--- src/rtl/tempsense_pkg.sv ---
// Shared types and default constants for the temperature-sense result capture block.
package tempsense_pkg;

  typedef enum logic [1:0] {
    IDLE     = 2'd0,
    ARMED    = 2'd1,
    WAIT_LOW = 2'd2
  } ts_state_e;

  localparam int TS_DW          = 10;
  localparam int TS_TIMEOUT_CYC = 4096;

endpackage

--- src/rtl/tempsense_done_sync.sv ---
// Brings the asynchronous ADC DONE level into HF_CLK and emits a one-cycle rising-edge pulse.
module tempsense_done_sync #(
  parameter int SYNC_STAGES = 2
) (
  input  logic HF_CLK,
  input  logic NRST_sync,
  input  logic DONE,
  output logic done_rise
);

  logic [SYNC_STAGES-1:0] sync_q;
  logic                   done_prev;

  always_ff @(posedge HF_CLK or negedge NRST_sync) begin
    if (!NRST_sync) begin
      sync_q    <= '0;
      done_prev <= 1'b0;
    end else begin
      sync_q    <= {sync_q[SYNC_STAGES-2:0], DONE};
      done_prev <= sync_q[SYNC_STAGES-1];
    end
  end

  // done_prev resets low, so a DONE held high across reset release still yields one pulse
  assign done_rise = sync_q[SYNC_STAGES-1] & ~done_prev;

endmodule

--- src/rtl/tempsense_result_capture.sv ---
// Captures the ADC result on the first synchronised DONE edge of a temp_run window.
// Optional alarm comparator enabled by defining TEMPSENSE_ALARM_EN.
module tempsense_result_capture
  import tempsense_pkg::*;
#(
  parameter int DW          = TS_DW,
  parameter int TIMEOUT_CYC = TS_TIMEOUT_CYC,
  parameter int SYNC_STAGES = 2
) (
  input  logic          HF_CLK,
  input  logic          NRST_sync,
  input  logic          temp_run,
  input  logic          DONE,
  input  logic [DW-1:0] ADC_DATA,
  input  logic          RD_ACK,
  input  logic [DW-1:0] THRESH,
  output logic [DW-1:0] TEMP_DATA,
  output logic          TEMP_VALID,
  output logic          TEMP_OVR,
  output logic          TEMP_TIMEOUT,
  output logic          TEMP_ALARM
);

  localparam int            TW     = $clog2(TIMEOUT_CYC);
  localparam logic [TW-1:0] T_LAST = TW'(TIMEOUT_CYC - 1);

  ts_state_e     state_q, state_n;
  logic [TW-1:0] timer_q, timer_n;
  logic          done_rise;
  logic          capture, to_set, to_clr;

  tempsense_done_sync #(.SYNC_STAGES(SYNC_STAGES)) u_done_sync (
    .HF_CLK    (HF_CLK),
    .NRST_sync (NRST_sync),
    .DONE      (DONE),
    .done_rise (done_rise)
  );

  always_ff @(posedge HF_CLK or negedge NRST_sync) begin
    if (!NRST_sync) begin
      state_q <= IDLE;
      timer_q <= '0;
    end else begin
      state_q <= state_n;
      timer_q <= timer_n;
    end
  end

  always_comb begin
    state_n = state_q;
    timer_n = timer_q;
    capture = 1'b0;
    to_set  = 1'b0;
    to_clr  = 1'b0;
    case (state_q)
      IDLE: begin
        timer_n = '0;
        if (temp_run) begin
          state_n = ARMED;
          to_clr  = 1'b1;
        end
      end
      ARMED: begin
        // saturate rather than wrap; the terminal count leaves ARMED anyway
        if (timer_q != T_LAST) timer_n = timer_q + 1'b1;
        if (done_rise) begin
          capture = 1'b1;
          state_n = WAIT_LOW;
        end else if (timer_q == T_LAST) begin
          to_set  = 1'b1;
          state_n = WAIT_LOW;
        end else if (!temp_run) begin
          state_n = IDLE;
        end
      end
      WAIT_LOW: begin
        timer_n = '0;
        if (!temp_run) state_n = IDLE;
      end
      default: begin
        state_n = IDLE;
        timer_n = '0;
      end
    endcase
  end

  // A capture coincident with RD_ACK wins: the new word is unread, so no overrun
  always_ff @(posedge HF_CLK or negedge NRST_sync) begin
    if (!NRST_sync) begin
      TEMP_DATA    <= '0;
      TEMP_VALID   <= 1'b0;
      TEMP_OVR     <= 1'b0;
      TEMP_TIMEOUT <= 1'b0;
    end else begin
      if (to_clr)      TEMP_TIMEOUT <= 1'b0;
      else if (to_set) TEMP_TIMEOUT <= 1'b1;
      if (capture) begin
        TEMP_DATA  <= ADC_DATA;
        TEMP_VALID <= 1'b1;
        TEMP_OVR   <= TEMP_VALID & ~RD_ACK;
      end else if (RD_ACK) begin
        TEMP_VALID <= 1'b0;
        TEMP_OVR   <= 1'b0;
      end
    end
  end

`ifdef TEMPSENSE_ALARM_EN
  // Sticky until read: a later low sample without RD_ACK keeps the alarm
  always_ff @(posedge HF_CLK or negedge NRST_sync) begin
    if (!NRST_sync)   TEMP_ALARM <= 1'b0;
    else if (capture) TEMP_ALARM <= (ADC_DATA >= THRESH) | (TEMP_ALARM & ~RD_ACK);
    else if (RD_ACK)  TEMP_ALARM <= 1'b0;
  end
`else
  logic unused_thresh;
  assign unused_thresh = ^THRESH;
  assign TEMP_ALARM    = 1'b0;
`endif

endmodule
--- config.mk ---
export PLATFORM = sky130hd
export DESIGN_NAME = tempsense_result_capture
export DESIGN_NICKNAME = d
export VERILOG_FILES = /design/src/rtl/tempsense_pkg.sv /design/src/rtl/tempsense_done_sync.sv /design/src/rtl/tempsense_result_capture.sv
export SDC_FILE = /design/constraint.sdc
export NUM_CORES = 1
export LEC_CHECK = 0
export CORE_MARGIN = 2
export CORE_UTILIZATION = 41
export DETAILED_ROUTE_END_ITERATION = 10
export GPL_TIMING_DRIVEN = 0
export PLACE_DENSITY = 0.8
export SLEW_MARGIN = 20
export SYNTH_ARGS = -nofsm -noshare
export SYNTH_HDL_FRONTEND = slang
export SYNTH_SLANG_ARGS = --single-unit
--- constraint.sdc ---
create_clock -name HF_CLK -period 1.55 [get_ports HF_CLK]
set_clock_uncertainty 0.1 [all_clocks]
set_input_delay 0.31 -clock HF_CLK [delete_from_list [all_inputs] [get_ports HF_CLK]]
set_output_delay 0.31 -clock HF_CLK [all_outputs]
set_load 0.03 [all_outputs]
### Yosys cells after proc, flatten, opt, wreduce, memory -nomap -nowiden

Cells that the tools add are included.
Widths: inputs -> output; s select.

| cells by class | value |
|---|---|
| reductions and logical operators | 3 |
| bitwise operators | 4 |
| equal/unequal tests | 6 |
| add/sub/neg operators | 1 |
| muxes and demuxes | 19 |

Operator list:

| cell | number |
|---|---|
| $mux 12 | 2 |
| $add 12x1->12 const B | 1 |
| $eq 12x12->1 const B | 1 |
| $mux 1 | 12 |
| $ne 12x12->1 const B | 1 |
| $mux 2 | 4 |
| $pmux 2 s3 | 1 |
| $ne 2x2->1 const B | 2 |
| $reduce_bool 2->1 | 2 |
| $and 1x1->1 | 2 |
| $eq 2x1->1 const B | 1 |
| $eq 2x2->1 const B | 1 |
| $logic_not 2->1 | 1 |
| $not 1->1 | 2 |

| word-level totals | value |
|---|---|
| flip-flop bits (word level) | 30 |
| word-level logic and storage cells | 41 |
| output and inout bits | 14 |
| input port bits | 25 |

### Logic depth before layout (Yosys ltp)

| logic depth | value |
|---|---|
| depth after elaboration | 6 |
| depth in mapped cells | 6 |
| mapped depth without buffers | 5 |

### By module

Synthesis repeated with hierarchy kept, for this count alone.

| unflattened totals | value |
|---|---|
| cell total of the unflattened synthesis | 116 |
| area total of the unflattened synthesis | 1368.8 sq um |

Modules (own cells, without submodules):

| module | cells each | sequential area each (sq um) | area each (sq um) | instances |
|---|---|---|---|---|
| tempsense_result_capture | 112 | 675.6 | 1280.0 | 1 |
| tempsense_done_sync | 4 | 75.1 | 88.8 | 1 |

### Least setup slack after synthesis

Ideal clock, no wire load.

| timing | value |
|---|---|
| kind | flip-flop to flip-flop |
| start | register timer_q[0] |
| end | register timer_q[7] |
| buffers on the path | 1 |
| library setup time | 0.140 ns |
| required time | 1.310 ns |
| path slack | -0.095 ns |
| data arrival time | 1.406 ns |
| clock period less this slack | 1.645 ns |
| stages on the path, launching flop included | 7 |
| cell sequence | dfrtp_1 ha_1 nand4_2 nor3_4 clkbuf_4 o311ai_0 o41ai_1 |

| on the way | value |
|---|---|
| word-level cells in the longest chain between the ends | 3 |
| elaborated cells between the ends (all ways) | 5 |
| classes of those cells | add/sub: 1; eq/ne: 2; mux: 2 |

RTL lines:

| item | RTL line | source |
|---|---|---|
| start, declared | tempsense_result_capture.sv:28 | `logic [TW-1:0] timer_q, timer_n;` |
| start signal, assigned | tempsense_result_capture.sv:45 | `timer_q <= timer_n;` |
| $add 12x1->12 | tempsense_result_capture.sv:65 | `if (timer_q != T_LAST) timer_n = timer_q + 1'b1;` |
| $mux 12 | tempsense_result_capture.sv:65 |  |
| $mux 12 | tempsense_result_capture.sv:55 | `case (state_q)` |

Parallel ways exist; a longest one is shown, timed or not. The select of a mux whose other input is x is not followed.
A chain may end at the register's enable or synchronous reset.

### Worst setup path in the final report

| timing | value |
|---|---|
| start | register timer_q[1] |
| end | register timer_q[5] |

Same word-level chain as after synthesis.

==> out/metrics.cfg <==
[worst_setup_path]
r2r_end=timer_q[5]
cp.depth=6
rr_worst_depth=6
reg2reg_from=timer_q[1]
critPathKind=flip-flop to flip-flop
cp-startpoint=timer_q[1]
cp_slowest_cell=dfrtp_1
critical_path_required_ns=1.70
end_kind=flip-flop
rrSetupSlack_ns=-0.03
endpoint=timer_q[5]
crit_buf_inv=1
crit_family=simple AND/OR/NAND/NOR gates
start_kind=flip-flop
cp_max_fo=4
worstPathArrival_ns=1.73
max_stage_delay_ns=0.43
path_cells=ha_4 -> nand4_4 -> nor3_4 -> buf_4 -> or3_1 -> a21oi_1

[power_and_ir_drop]
p_int_mw=1.29
power_frac_clock=0.264
p_sw_frac=0.317
leakagePower_nw=0.845
ir_worst_vdd_uv=710
cellPowerDensity_nw_per_um2=990
p_sw_mw=0.597
power_frac_seq=0.487
p_comb_frac=0.250

[synthesis]
ys_seq_area_frac=0.574
synth_top_cell_by_area=dfrtp_1
ys_warn_count=0
synth_cell_types=36
synth_top_cell_area_share=0.574
async_reset_ff_frac=1.00
synthCells=109
synth.avg_cell_area_um2=12.0
syn_area_um2=1310
synthesis.nets=135
synth_adder_area_share=0.00957
synth-seq-cells=30
synth.most_common_cell=dfrtp_1
synth_edf_count=0
synth_top_family_by_area=simple AND/OR/NAND/NOR gates
synth_common_cells=dfrtp_1 (30), mux2_2 (10), nor2_1 (7)
synthMuxAreaShare=0.109
synth_flop_cell=dfrtp_1
synthTopCellsByArea=dfrtp_1 (57%), mux2_2 (8.6%), mux2i_1 (2.3%)
synth_xor_xnor_area_share=0.0134
synth_compound_area_frac=0.109
synth-simple-area-share=0.149

[global_routing]
grt_use_met2=0.272
grt_max_degree=31
antenna_found_initial=0
grt_busiest_layer=met2
grt_use_met3=0.0661
grt_pass1_vias=955
grt_pass1_wl_um=4170
overflow=0
met1_usage=0.180
grtUsageTotal=0.162

[placed_design]
placed_cells=180
io_buffers=27
hpwlAfterDp_um=1780
finalWeightedCongestion=0.769

[detailed_routing]
first_iter_violations=13
wire_per_inst_um=14.0
via_per_inst=5.07
drc=0
wl_um=2920
ant_nets=0
drtPass1Iterations=4
vias=1054

[floorplan]
num_rows=20
die_h_um=60.5
fp.coreArea_um2=3050
start_util=0.428
die_area_um2=3660
io_pins=39
dieWidth_um=60.5

[sta]
hold_violations=0
tightest_slew_ns=0.647
maxSlewViolCount=0
fin_tns_setup_ns=-0.0845
slew_headroom=0.569
max_freq_mhz=632
period_needed_ns=1.58
rsz0062_at_grt=true
setup_ws_ns=-0.0319
setup_viol=4
period_share=1.02

[job]
drv_cap=0

[clocking]
cts_made_buffers=5
clk_pin_slew_ns=0.10
cts_tree=built
cts.sink_count=30
cts_max_path_buffers=2
h-tree-depth=2
cts_root_buf=clkbuf_4
clock_latency_ns=0.34

[layout]
area_growth_pct=45.7
final_cells=208
final_nets=189
layout-drive-gt1-share=0.329
fin_util=0.624
antenna_cells=0
fillCellCount=257

[worst_hold_path]
hold_class=flip-flop to flip-flop
holdPathStages=0

[status]
violations=negative setup slack
outcome=finished, violations left

==> worst register-to-register path, cell delays in order (launching register included) <==
cell and delay (ns):
dfrtp_1 0.43, ha_4 0.19, nand4_4 0.09, nor3_4 0.06
buf_4 0.16, or3_1 0.35, a21oi_1 0.13
==> metrics by stage <==
stage	power, mW	hold WS (ns)	area [um^2]	worst slack, ns
finish	1.89	0.256	1910	-0.0319
global route	1.99	0.287	1910	-0.105
CTS	1.89	0.259	1800	-0.0286
detailed placement	1.43	0.235	1650	-0.0830
global placement	1.41	0.237	1650	-0.348
floorplan	1.20	-0.0856	1330	0.0222
==> layer usage <==
metal,wire length [um],vias up
li1,-,507
met1,1280,499
met2,1370,40
met3,185,8
met4,82,0
met5,0,-
==> logic make-up (layout without fill, tap and decap cells) <==
logic type | after synthesis | count (layout)
buf+inv | 9 | 64
xor+xnor | 2 | 2
fa+ha+maj | 1 | 1
simple gates | 32 | 32
flops | 30 | 30
compound gates | 21 | 21
mux | 13 | 13
other cells | 1 | 1
==> cells in the final DEF (no fill, tap or decap), types with 2 or more instances in the layout <==
cell type | netlist | routed
a21oi_1 | 2 | 2
a31oi_1 | 2 | 2
buf_4 | 1 | 19
clkbuf_1 | 2 | 2
clkbuf_4 | 1 | 6
clkbuf_8 | 0 | 2
clkdlybuf4s15_1 | 0 | 3
clkdlybuf4s50_1 | 0 | 13
dfrtp_1 | 30 | 28
dfrtp_2 | 0 | 2
dlygate4sd2_1 | 0 | 9
inv_1 | 4 | 4
mux2_2 | 10 | 10
mux2i_1 | 3 | 3
nand2_1 | 4 | 4
nand2b_1 | 4 | 4
nand3_1 | 3 | 3
nand3_4 | 0 | 2
nor2_1 | 7 | 5
nor2_2 | 0 | 2
nor2b_1 | 3 | 3
o211ai_1 | 2 | 2
o21ai_0 | 4 | 4
o31ai_1 | 3 | 3
o41ai_1 | 3 | 2
xor2_1 | 2 | 2
==> sequential cells by signal, summed over array words and instances (netlist names) <==
name                   flops
timer_q                   12
TEMP_DATA                 10
state_q                    2
u_done_sync.sync_q         2
TEMP_OVR                   1
TEMP_TIMEOUT               1
TEMP_VALID                 1
u_done_sync.done_prev      1
==> power groups by stage <==
stage	Sequential (mW)	Clock, mW	Combinational (mW)
4_1_cts	0.918	0.507	0.467
6_report	0.918	0.497	0.471
3_5_place_dp	0.936	0	0.499
3_3_place_gp	0.928	0	0.487
5_1_grt	0.929	0.554	0.507
2_1_floorplan	1.08	0	0.116
==> worst min path at each step <==
stage / start / end / slack [ns]
floorplan: NRST_sync / TEMP_DATA[0] / -0.09
global placement: u_done_sync.sync_q[0] / u_done_sync.sync_q[1] / 0.24
detailed placement: u_done_sync.sync_q[0] / u_done_sync.sync_q[1] / 0.23
CTS: u_done_sync.sync_q[0] / u_done_sync.sync_q[1] / 0.26
global route: u_done_sync.sync_q[0] / u_done_sync.sync_q[1] / 0.29
finish: u_done_sync.sync_q[0] / u_done_sync.sync_q[1] / 0.26
==> area by class of cell <==
type                            instances  area, um^2  share of cell area
Clock buffer                            6        51.3              0.0269
Inverter                                4        15.0             0.00788
Clock inverter                          2        12.5             0.00657
Buffer                                  5        40.0              0.0210
Tap cell                               44        55.1              0.0289
Sequential cell                        30         753               0.395
Multi-Input combinational cell         70         577               0.303
Timing Repair Buffer                   47         402               0.211
==> timing repair <==
action,in CTS,in global routing
pin swaps,5,4
hold endpoints to repair,30,0
gates resized for setup,19,12
hold buffers,1,0
buffers inserted,8,10
endpoints found under the setup margin,33,28
cloned,1,0
Note: power is estimated with default switching activity, not from simulation.
